===== src/rtl/debounce_pkg.sv =====
// Shared debounce constants, also reused by the encoder stage for its own switch inputs.
package debounce_pkg;

    localparam int DEFAULT_STABLE_CYCLES = 50000;
    localparam int SIM_STABLE_CYCLES     = 4;
    localparam int DEFAULT_CNT_W         = 16;

    // True when a CNT_W-bit counter can reach cycles-1 without wrapping.
    function automatic bit cnt_fits(input int cycles, input int cnt_w);
        return (cycles >= 1) && (longint'(cycles) <= ((longint'(1) << cnt_w) - 1));
    endfunction

endpackage


===== src/rtl/debounce_bit.sv =====
// One switch channel: two-flop synchroniser, stability counter, debounced level and edge pulses.
module debounce_bit
    import debounce_pkg::*;
#(
    parameter int STABLE_CYCLES = DEFAULT_STABLE_CYCLES,
    parameter int CNT_W         = DEFAULT_CNT_W
) (
    input  logic clk,
    input  logic rst_n,
    input  logic en,
    input  logic sw_in,
    output logic sw_out,
    output logic rise,
    output logic fall,
    output logic hit
);

    localparam bit              CFG_OK = cnt_fits(STABLE_CYCLES, CNT_W);
    localparam logic [CNT_W-1:0] TC    = CNT_W'(STABLE_CYCLES - 1);

    logic             s1;
    logic             s2;
    logic [CNT_W-1:0] cnt;

    // Acceptance on the coming edge; the top registers the OR of these as `changed`.
    assign hit = en && (s2 != sw_out) && (cnt == TC);

    always_ff @(posedge clk) begin
        if (!rst_n) begin
            s1     <= 1'b0;
            s2     <= 1'b0;
            cnt    <= '0;
            sw_out <= 1'b0;
            rise   <= 1'b0;
            fall   <= 1'b0;
        end else begin
            assert (CFG_OK) else $error("debounce_bit: CNT_W=%0d cannot hold STABLE_CYCLES=%0d", CNT_W, STABLE_CYCLES);
            s1   <= sw_in;
            s2   <= s1;
            rise <= 1'b0;
            fall <= 1'b0;
            if (en) begin
                if (s2 == sw_out) begin
                    cnt <= '0;
                end else if (cnt == TC) begin
                    sw_out <= s2;
                    cnt    <= '0;
                    rise   <= s2;
                    fall   <= ~s2;
                end else begin
                    cnt <= cnt + 1'b1;
                end
            end
        end
    end

endmodule


===== src/rtl/sw_debounce8.sv =====
// Eight-channel switch synchroniser/debouncer feeding the priority encoder stage.
module sw_debounce8
    import debounce_pkg::*;
#(
    parameter int WIDTH         = 8,
    parameter int STABLE_CYCLES = DEFAULT_STABLE_CYCLES,
    parameter int CNT_W         = DEFAULT_CNT_W
) (
    input  logic             clk,
    input  logic             rst_n,
    input  logic             en,
    input  logic [WIDTH-1:0] sw_in,
    output logic [WIDTH-1:0] sw_out,
    output logic [WIDTH-1:0] rise,
    output logic [WIDTH-1:0] fall,
    output logic             changed
);

    logic [WIDTH-1:0] hit;

    for (genvar i = 0; i < WIDTH; i++) begin : g_ch
        debounce_bit #(
            .STABLE_CYCLES(STABLE_CYCLES),
            .CNT_W        (CNT_W)
        ) u_bit (
            .clk   (clk),
            .rst_n (rst_n),
            .en    (en),
            .sw_in (sw_in[i]),
            .sw_out(sw_out[i]),
            .rise  (rise[i]),
            .fall  (fall[i]),
            .hit   (hit[i])
        );
    end

    // Registered from the same acceptance terms so it lines up with rise/fall.
    always_ff @(posedge clk) begin
        if (!rst_n) begin
            changed <= 1'b0;
        end else begin
            changed <= |hit;
        end
    end

endmodule


===== config.mk =====
export PLATFORM = sky130hd
export DESIGN_NAME = sw_debounce8
export DESIGN_NICKNAME = d
export VERILOG_FILES = /design/src/rtl/debounce_pkg.sv /design/src/rtl/debounce_bit.sv /design/src/rtl/sw_debounce8.sv
export SDC_FILE = /design/constraint.sdc
export NUM_CORES = 1
export LEC_CHECK = 0
export ABC_AREA = 1
export BUFFER_PORTS_ARGS = -buffer_cell sky130_fd_sc_hd__clkbuf_2
export CAP_MARGIN = 20
export CELL_PAD_IN_SITES_DETAIL_PLACEMENT = 0
export CELL_PAD_IN_SITES_GLOBAL_PLACEMENT = 1
export CORE_ASPECT_RATIO = 0.75
export CORE_UTILIZATION = 45
export DETAILED_ROUTE_END_ITERATION = 16
export GPL_TIMING_DRIVEN = 0
export PLACE_DENSITY_LB_ADDON = 0.25
export SLEW_MARGIN = 30
export SYNTH_ARGS = -nofsm -noshare
export SYNTH_HDL_FRONTEND = slang
export SYNTH_SLANG_ARGS = --single-unit

===== constraint.sdc =====
create_clock -name clk -period 2.25 [get_ports clk]
set_clock_uncertainty 0.2 [all_clocks]
set_input_delay 0.225 -clock clk [delete_from_list [all_inputs] [get_ports clk]]
set_output_delay 0.225 -clock clk [all_outputs]
set_load 0.05 [all_outputs]

==> metrics.md, run 1 <==
| Metric | Value |
|---|---|
| Status | `complete, no violations` |
| Combinational Power Share | `0.043` |
| CTS root buffer | `clkbuf_16` |
| Max FO, Critical Path | `4` |
| Mapped cell area | `8640 µm²` |
| PwrDens | `641 nW/µm²` |
| Worst hold slack | `12.1 ps` |
| Met1 Use GR | `0.346` |
| Sequential area share after synthesis | `0.392` |
| Number of vias per cell | `4.93` |
| Placed instance area | `9120 µm²` |
| CTS sink count | `169` |
| Post-Syn Instances | `1276` |
| Sw Pwr | `0.00140 W` |
| Die H | `122 µm` |
| WS Path Type | `reg -> reg` |
| M3 GR Usage | `0.0361` |
| Worst-Skew Late Latency | `430 ps` |
| Pre-antenna DRT Iters | `5` |
| Most common cell after layout, fill and taps aside | `nand2_1` |
| Final global-route overflow total | `0` |
| Tcrit/Tclk final | `0.870` |
| Area growth syn-to-layout | `13.4%` |
| Data required time of the critical path | `2360 ps` |
| Met2 global-route usage | `0.343` |
| Setup crit start | `g_ch[6].u_bit.cnt[0]` |
| CTS Hold Bufs | `9` |
| GR Util All Layers | `0.232` |
| Clk pwr share | `0.474` |
| Max-cap violation count | `0` |
| Final GP Congestion | `0.856` |
| Number of global-route vias before repair | `7058` |
| Leading post-synthesis cells by cell area | `dfxtp_1, nand2_1, nor2_1` |
| Worst VDD drop | `0.000494 V` |
| Number of synthesized register bits | `169` |
| # diodes | `0` |
| Final hold vios | `0` |
| Wirelength, routed | `21700 µm` |
| Final Power | `0.00628 W` |
| Synth Net Count | `1295` |
| Nets | `1357` |
| Initial DRC Count | `630` |
| Num rows | `43` |
| R2R setup slack | `290 ps` |
| Setup crit end kind | `register` |
| DRC Markers | `0` |
| GR peak layer | `met1` |
| First-pass GRT wire length | `36000 µm` |
| Fill cell count | `1864` |
| Num CTS Buffers | `17` |
| Synth top area share | `0.392` |
| CTS resizes | `0` |
| Initial antenna violation count | `0` |
| Die area | `19800 µm²` |
| Switching Share | `0.222` |
| # IOs | `36` |
| Ys Warns | `0` |
| CP Launch Type | `register` |
| Dominant cell type by area after synthesis | `dfxtp_1` |
| Via count | `7870` |
| Slew margin rel. | `0.419` |
| Initial Util | `0.463` |
| FMAX | `511 MHz` |
| Avg Inst Size Synth | `6.77 µm²` |
| Post-CTS Setup Bufs | `0` |
| Worst hold start | `rst_n` |
| Minimum clock period | `1960 ps` |
| Int Pwr | `0.00488 W` |
| Setup-failing EPs final | `0` |
| DP Wirelength | `15700 µm` |
| Most frequent cells in the layout | `nand2_1, nor2_1, dfxtp_1` |
| Worst R2R Start | `g_ch[6].u_bit.cnt[0]` |
| CTS tree | `built` |
| Hold/Removal Path Class | `in -> reg` |
| Most common flop cell mapped by yosys | `dfxtp_1` |
| RSZ-0062 raised after global routing | `no` |
| Worst-path clk slew | `60 ps` |
| Clock Path Buffers | `2` |
| Synth cell types | `36` |
| P_leak | `3.70 nW` |
| Core Region | `18700 µm²` |
| WL/cell | `13.6 µm` |
| PortBufs | `34` |
| H-Tree Depth | `4` |
| Antenna viol nets, final | `0` |
| Worst slew pin tran | `872 ps` |
| Setup TNS | `0 ps` |
| Design area | `9800 µm²` |
| Largest net degree at the start of global routing | `17` |
| Register share of total power | `0.482` |
| Slew Limit Fails | `0` |
| Chip Width | `162 µm` |
| FFs w/ async S/R, synth | `0` |
| Layout cells sized above 1 | `0.117` |
| Worst EP arrival | `2070 ps` |
| Post-synth EDFFs | `0` |
[final cells by class]
| cell class | instances | area (µm²) | area share |
|---|---|---|---|
| Tap cell | 247 | 309 | 0.0315 |
| Clock buffer | 22 | 464 | 0.0474 |
| Timing Repair Buffer | 43 | 260 | 0.0266 |
| Buffer | 59 | 408 | 0.0416 |
| Clock inverter | 9 | 123 | 0.0125 |
| Sequential cell | 169 | 3380 | 0.345 |
| Multi-Input combinational cell | 914 | 4340 | 0.443 |
| Inverter | 134 | 510 | 0.0521 |
[worst max-delay path: stages, from the launching register on]
cell and delay (ps):
dfxtp_1 400, ha_1 210, nand3_1 180, nor2_2 250, nand3_1 170, nand2_1 110, nor2_1 40, a21oi_1 270
[per-stage QoR]
step           utilization  cells  setup WS (ps)
2_1_floorplan            -   1276            624
3_3_place_gp         0.489   1557            205
3_5_place_dp         0.489   1557            197
4_1_cts              0.525   1597            339
5_1_grt              0.525   1597            179
6_report             0.525   1597            293
[power groups by stage]
stage,clock network [W],registers [W],logic (W)
4_1_cts,0.00304,0.00303,0.000271
3_3_place_gp,0,0.00309,0.000257
3_5_place_dp,0,0.00310,0.000258
2_1_floorplan,0,0.00309,0.000160
6_report,0.00298,0.00303,0.000271
5_1_grt,0.00316,0.00303,0.000296
[cell families after synthesis]
family,after synthesis,share of synthesized area
AND/OR/NAND/NOR,737,0.371
buffers and inverters,193,0.106
flip-flops,169,0.392
AO/OA/AOI/OAI,128,0.0785
XOR/XNOR,41,0.0416
adder cells (fa/ha/maj),8,0.0116
[Yosys cell counts, drive strengths merged, types with 4 or more instances]
| cell | count |
|---|---|
| nand2 | 327 |
| nor2 | 227 |
| dfxtp | 169 |
| inv | 134 |
| nand3 | 98 |
| a21oi | 73 |
| buf | 50 |
| o21ai | 43 |
| nand4 | 42 |
| nor3 | 37 |
| xor2 | 26 |
| xnor2 | 15 |
| clkbuf | 9 |
| ha | 8 |
| o21bai | 5 |
| o21a | 4 |
[worst paths after layout]
check                         endpoint  cells past startpoint
setup / recovery               changed                      7
hold reg to reg       g_ch[7].u_bit.s2                      2
setup reg to reg               changed                      7
hold / removal    g_ch[7].u_bit.cnt[3]                      4
[state kept, by name, summed over array words and instances (netlist names)]
name,count
g_ch.u_bit.sw_out,8
changed,1
g_ch.u_bit.fall,8
g_ch.u_bit.s1,8
g_ch.u_bit.cnt,128
g_ch.u_bit.s2,8
g_ch.u_bit.rise,8
[layer usage]
layer  wire (µm)  vias to the layer above
met4         207                        0
met3         885                       14
met2        8930                      146
met1       11700                     3546
met5           0                        -
li1            -                     4164
Note: power is estimated with default switching activity, not from simulation.
==> inputs of run 2 (changes only) <==
- REMOVE_ABC_BUFFERS: default -> 1
==> run 2 against run 1 <==
Against the previous run:
- final cell count decreased by 3.7%
- critical path type is now in -> reg
- count of clock-buffer cells in the layout unchanged
- cell area decreased by 3.9%
- total power decreased by 0.80%
- worst hold slack improved by 50 ps
==> metrics.md, run 2 (synthesis gave the netlist of run 1 again) <==
| Metric | Value |
|---|---|
| Status | `complete, no violations` |
| First-pass GRT wire length | `31700 µm` |
| Fin util | `0.504` |
| Chip Width | `162 µm` |
| Cells along the critical path | `clkbuf_4, inv_8, nor2_1, nand2_2, inv_2, o21ai_0, a21oi_1` |
| Setup TNS | `0 ps` |
| Largest net degree at the start of global routing | `90` |
| WS Path Type | `in -> reg` |
| P_leak | `3.44 nW` |
| Data required time of the critical path | `2410 ps` |
| Non-Filler Instances | `1538` |
| Final GP Congestion | `0.794` |
| Slew margin rel. | `0.487` |
| Nets | `1299` |
| Reg with most FFs | `g_ch.u_bit.cnt` |
| Clock Path Buffers | `2` |
| Final Power | `0.00623 W` |
| CP bufs+invs | `3` |
| Setup crit start | `en` |
| Worst hold slack | `62.2 ps` |
| Max-cap violation count | `0` |
| Setup-failing EPs final | `0` |
| FMAX | `490 MHz` |
| Most common cell after layout, fill and taps aside | `nand2_1` |
| # IOs | `36` |
| Initial Util | `0.463` |
| Worst VDD drop | `0.000396 V` |
| Pre-antenna DRT Iters | `5` |
| Area growth syn-to-layout | `8.98%` |
| Slew Limit Fails | `0` |
| GR Util All Layers | `0.197` |
| Final hold vios | `0` |
| Worst-Skew Late Latency | `430 ps` |
| H-Tree Depth | `4` |
| DRC Markers | `0` |
| Die H | `122 µm` |
| CTS root buffer | `clkbuf_16` |
| R2R setup slack | `330 ps` |
| Die area | `19800 µm²` |
| Worst slew pin tran | `769 ps` |
| Core Region | `18700 µm²` |
| CTS sink count | `169` |
| CP Launch Type | `input pin` |
| Via count | `7634` |
| Minimum clock period | `2040 ps` |
| Worst-path clk slew | `60 ps` |
| Num rows | `43` |
| WL/cell | `12.1 µm` |
| Placed cells | `1500` |
| Number of vias per cell | `4.96` |
| Final global-route overflow total | `0` |
| Initial DRC Count | `500` |
| Max FO, Critical Path | `89` |
| PortBufs | `35` |
| Initial antenna violation count | `0` |
| Worst R2R Start | `g_ch[4].u_bit.cnt[0]` |
| Number of global-route vias before repair | `6553` |
| # diodes | `0` |
| DP Wirelength | `12500 µm` |
| CTS tree | `built` |
| Num CTS Buffers | `17` |
| PwrDens | `661 nW/µm²` |
| Antenna viol nets, final | `0` |
| RSZ-0062 raised after global routing | `no` |
| CP max stage cell | `clkbuf_4` |
| Setup crit end kind | `register` |
| Worst hold start | `rst_n` |
| Wirelength, routed | `18700 µm` |
| Most frequent cells in the layout | `nand2_1, nor2_1, dfxtp_1` |
| Max FFs per register | `128` |
| Hold/Removal Path Class | `in -> reg` |
| Worst EP arrival | `2200 ps` |
| Layout cells sized above 1 | `0.0860` |
| Tcrit/Tclk final | `0.907` |
| Crit-path max cell delay | `620 ps` |
| Cell family with most CP delay | `buffers and inverters` |
## run 2: per-layer routing
layer	up-vias	part of all wire	track usage
li1	4057	-	-
met1	3458	0.53	0.289
met2	105	0.42	0.291
met3	14	0.033	0.0415
met4	0	0.0096	0.0478
met5	-	0	0
## run 2: worst paths after layout
check | endpoint | cells after the start
setup / recovery | g_ch[7].u_bit.cnt[8] | 7
hold / removal | g_ch[7].u_bit.s1 | 3
setup reg to reg | g_ch[4].u_bit.cnt[15] | 10
hold reg to reg | g_ch[3].u_bit.s2 | 2
## run 2: where the power goes
part / total [W] / switching, W / internal [W]
logic: 0.000207 / 0.000153 / 0.0000545
clock network: 0.00299 / 0.00117 / 0.00182
registers: 0.00303 / 0.0000144 / 0.00301
total: 0.00623 / 0.00134 / 0.00489
## run 2: tightest hold or removal path: cells and delay by family
| family | cells | cell delay [ps] |
|---|---|---|
| buf+inv | 2 | 300 |
| simple gates | 1 | 110 |
## run 2: what timing repair did
| action | CTS | global route |
|---|---|---|
| hold buffers | 8 | 0 |
| setup buffers | 0 | 0 |
| gates resized for setup | 0 | 0 |
| hold endpoints to repair | 8 | 0 |
| endpoints found under the setup margin | 0 | 0 |
## run 2: stage by stage
step                      setup slack, ps  area [µm²]
after CTS                             211        9420
after global routing                 27.1        9420
after floorplan                       563        8230
after detailed placement             -229        8740
final                                 208        9420
after global placement              -1070        8720
## run 2: layout make-up
class | count | area [µm²]
tap | 247 | 309
clock inverter | 8 | 120
sequential | 169 | 3380
fill | 1940 | 9250
multi-input combinational | 914 | 4340
inverter | 134 | 510
clock buffer | 22 | 474
timing repair buffer | 44 | 280
==> inputs of run 3 (changes only) <==
- CAP_MARGIN: 20 -> default
- clock period: 2.25 -> 2.09 ns (I/O delays scaled with it)
==> run 3 against run 2 <==
Against the previous run:
- flip-flop and latch count is the same
- highest routed layer unchanged
- sequential power grew 7.6%
- clock power grew 7.7%
- first-iteration DRC count is the same
- global-route usage is the same
- total power grew 7.7%
- worst hold slack lost 16 ps
- critical endpoint is now g_ch[4].u_bit.cnt[15]
- cell area is essentially flat
==> metrics.md, run 3 (synthesis gave the netlist of run 1 again) <==
| Metric | Value |
|---|---|
| Initial Util | `0.463` |
| Hold/Removal Path Class | `in -> reg` |
| # diodes | `0` |
| Met1 Use GR | `0.289` |
| H-Tree Depth | `4` |
| Worst-Skew Late Latency | `430 ps` |
| Met2 global-route usage | `0.291` |
| Via count | `7624` |
| Worst EP arrival | `2030 ps` |
| Final GP Congestion | `0.794` |
| Worst-path clk slew | `60 ps` |
| Area growth syn-to-layout | `9.02%` |
| Largest net degree at the start of global routing | `90` |
| Nets | `1299` |
| CTS root buffer | `clkbuf_16` |
| Most frequent cells in the layout | `nand2_1, nor2_1, dfxtp_1` |
| Core Region | `18700 µm²` |
| WL/cell | `12.2 µm` |
| Data required time of the critical path | `2210 ps` |
| PortBufs | `35` |
| CTS sink count | `169` |
| Minimum clock period | `1910 ps` |
| Slew Limit Fails | `0` |
| M3 GR Usage | `0.0415` |
| Slew margin rel. | `0.558` |
| Reg with most FFs | `g_ch.u_bit.cnt` |
| DP Wirelength | `12500 µm` |
| Most common cell after layout, fill and taps aside | `nand2_1` |
| DRC Markers | `0` |
| Max FFs per register | `128` |
| Worst slew pin tran | `661 ps` |
| Post-CTS Setup Bufs | `0` |
| GR Util All Layers | `0.197` |
| Setup TNS | `0 ps` |
| FMAX | `524 MHz` |
| Die H | `122 µm` |
| RSZ-0062 raised after global routing | `no` |
| Chip Width | `162 µm` |
| Die area | `19800 µm²` |
| # IOs | `36` |
| Fin util | `0.505` |
| Antenna viol nets, final | `0` |
| First-pass GRT wire length | `31700 µm` |
| Tcrit/Tclk final | `0.913` |
| Status | `complete, no violations` |
| GR peak layer | `met2` |
| P_leak | `3.44 nW` |
| Num rows | `43` |
| WS Path Type | `reg -> reg` |
| Worst hold path depth | `3` |
| Final global-route overflow total | `0` |
| Max FO, Critical Path | `14` |
| Number of vias per cell | `4.96` |
| Wirelength, routed | `18700 µm` |
| Cells along the critical path | `ha_1, nand3_1, nor2_1, nand2_1, nand2_1, nand2_1, nand2_2, inv_1, nand2_1, nor2_1` |
| Initial DRC Count | `500` |
| Clock Path Buffers | `2` |
| Layout cells sized above 1 | `0.0860` |
| Worst hold slack | `46.0 ps` |
| PwrDens | `712 nW/µm²` |
| Number of global-route vias before repair | `6553` |
| Top cell by count, worst path | `nand2_1` |
| Pre-antenna DRT Iters | `5` |
| Initial antenna violation count | `0` |
| Final hold vios | `0` |
| CP Launch Type | `register` |
| Max-cap violation count | `0` |
| Worst VDD drop | `0.000426 V` |
| Num CTS Buffers | `17` |
| R2r worst-path depth | `10` |
| Setup-failing EPs final | `0` |
| CTS tree | `built` |
| CP max stage cell | `dfxtp_1` |
| Crit-path max cell delay | `360 ps` |
| Setup crit end kind | `register` |
==> run 3: changes by cell type in the layout (fill, tap and decap cells not counted) <==
cell / delta
clkbuf_4: -1
buf_6: +1
==> run 3: final cells by class <==
cell class	instances	area, µm²
inverter	134	510
sequential	169	3380
multi-input combinational	914	4340
timing repair buffer	44	284
clock inverter	8	120
tap	247	309
fill	1941	9250
clock buffer	22	474
==> run 3: worst paths after layout <==
check	start	to	slack, ps
worst max-delay path	g_ch[4].u_bit.cnt[0]	g_ch[4].u_bit.cnt[15]	180
worst min-delay path	rst_n	g_ch[7].u_bit.s1	50
worst min register to register	g_ch[3].u_bit.s1	g_ch[3].u_bit.s2	210
worst max register to register	g_ch[4].u_bit.cnt[0]	g_ch[4].u_bit.cnt[15]	180
==> run 3: critical path: cells and delay by family, from the launching register on <==
family	cells	cell delay, ps
flip-flops	1	360
adder cells (fa/ha/maj)	1	230
AND/OR/NAND/NOR	8	920
buffers and inverters	1	70
==> run 3: repair_timing <==
action / in CTS / in global routing
hold buffers: 8 / 0
gates resized for setup: 0 / 2
endpoints found under the setup margin: 0 / 20
endpoints found under the hold margin: 8 / 0
==> run 3: power by group <==
| group | switching [W] | total [W] | internal [W] | leakage [nW] |
|---|---|---|---|---|
| Sequential | 0.0000155 | 0.00326 | 0.00324 | 1.37 |
| Combinational | 0.000165 | 0.000224 | 0.0000595 | 1.79 |
| Clock | 0.00126 | 0.00322 | 0.00196 | 0.288 |
==> run 3: metal layers <==
metal  routed length [µm]  share of wire
met1                 9970           0.53
met2                 7920           0.42
met3                  616          0.033
met4                  179         0.0096
met5                    0              0
==> run 3: stage by stage <==
step	total power (W)	std cells	instance area (µm²)	setup WS, ps
after global routing	0.00695	1538	9420	3.80
final	0.00670	1538	9420	182
after detailed placement	0.00355	1500	8740	-373
after CTS	0.00678	1538	9420	66.6
after floorplan	0.00344	1217	8230	403
after global placement	0.00354	1499	8720	-1220
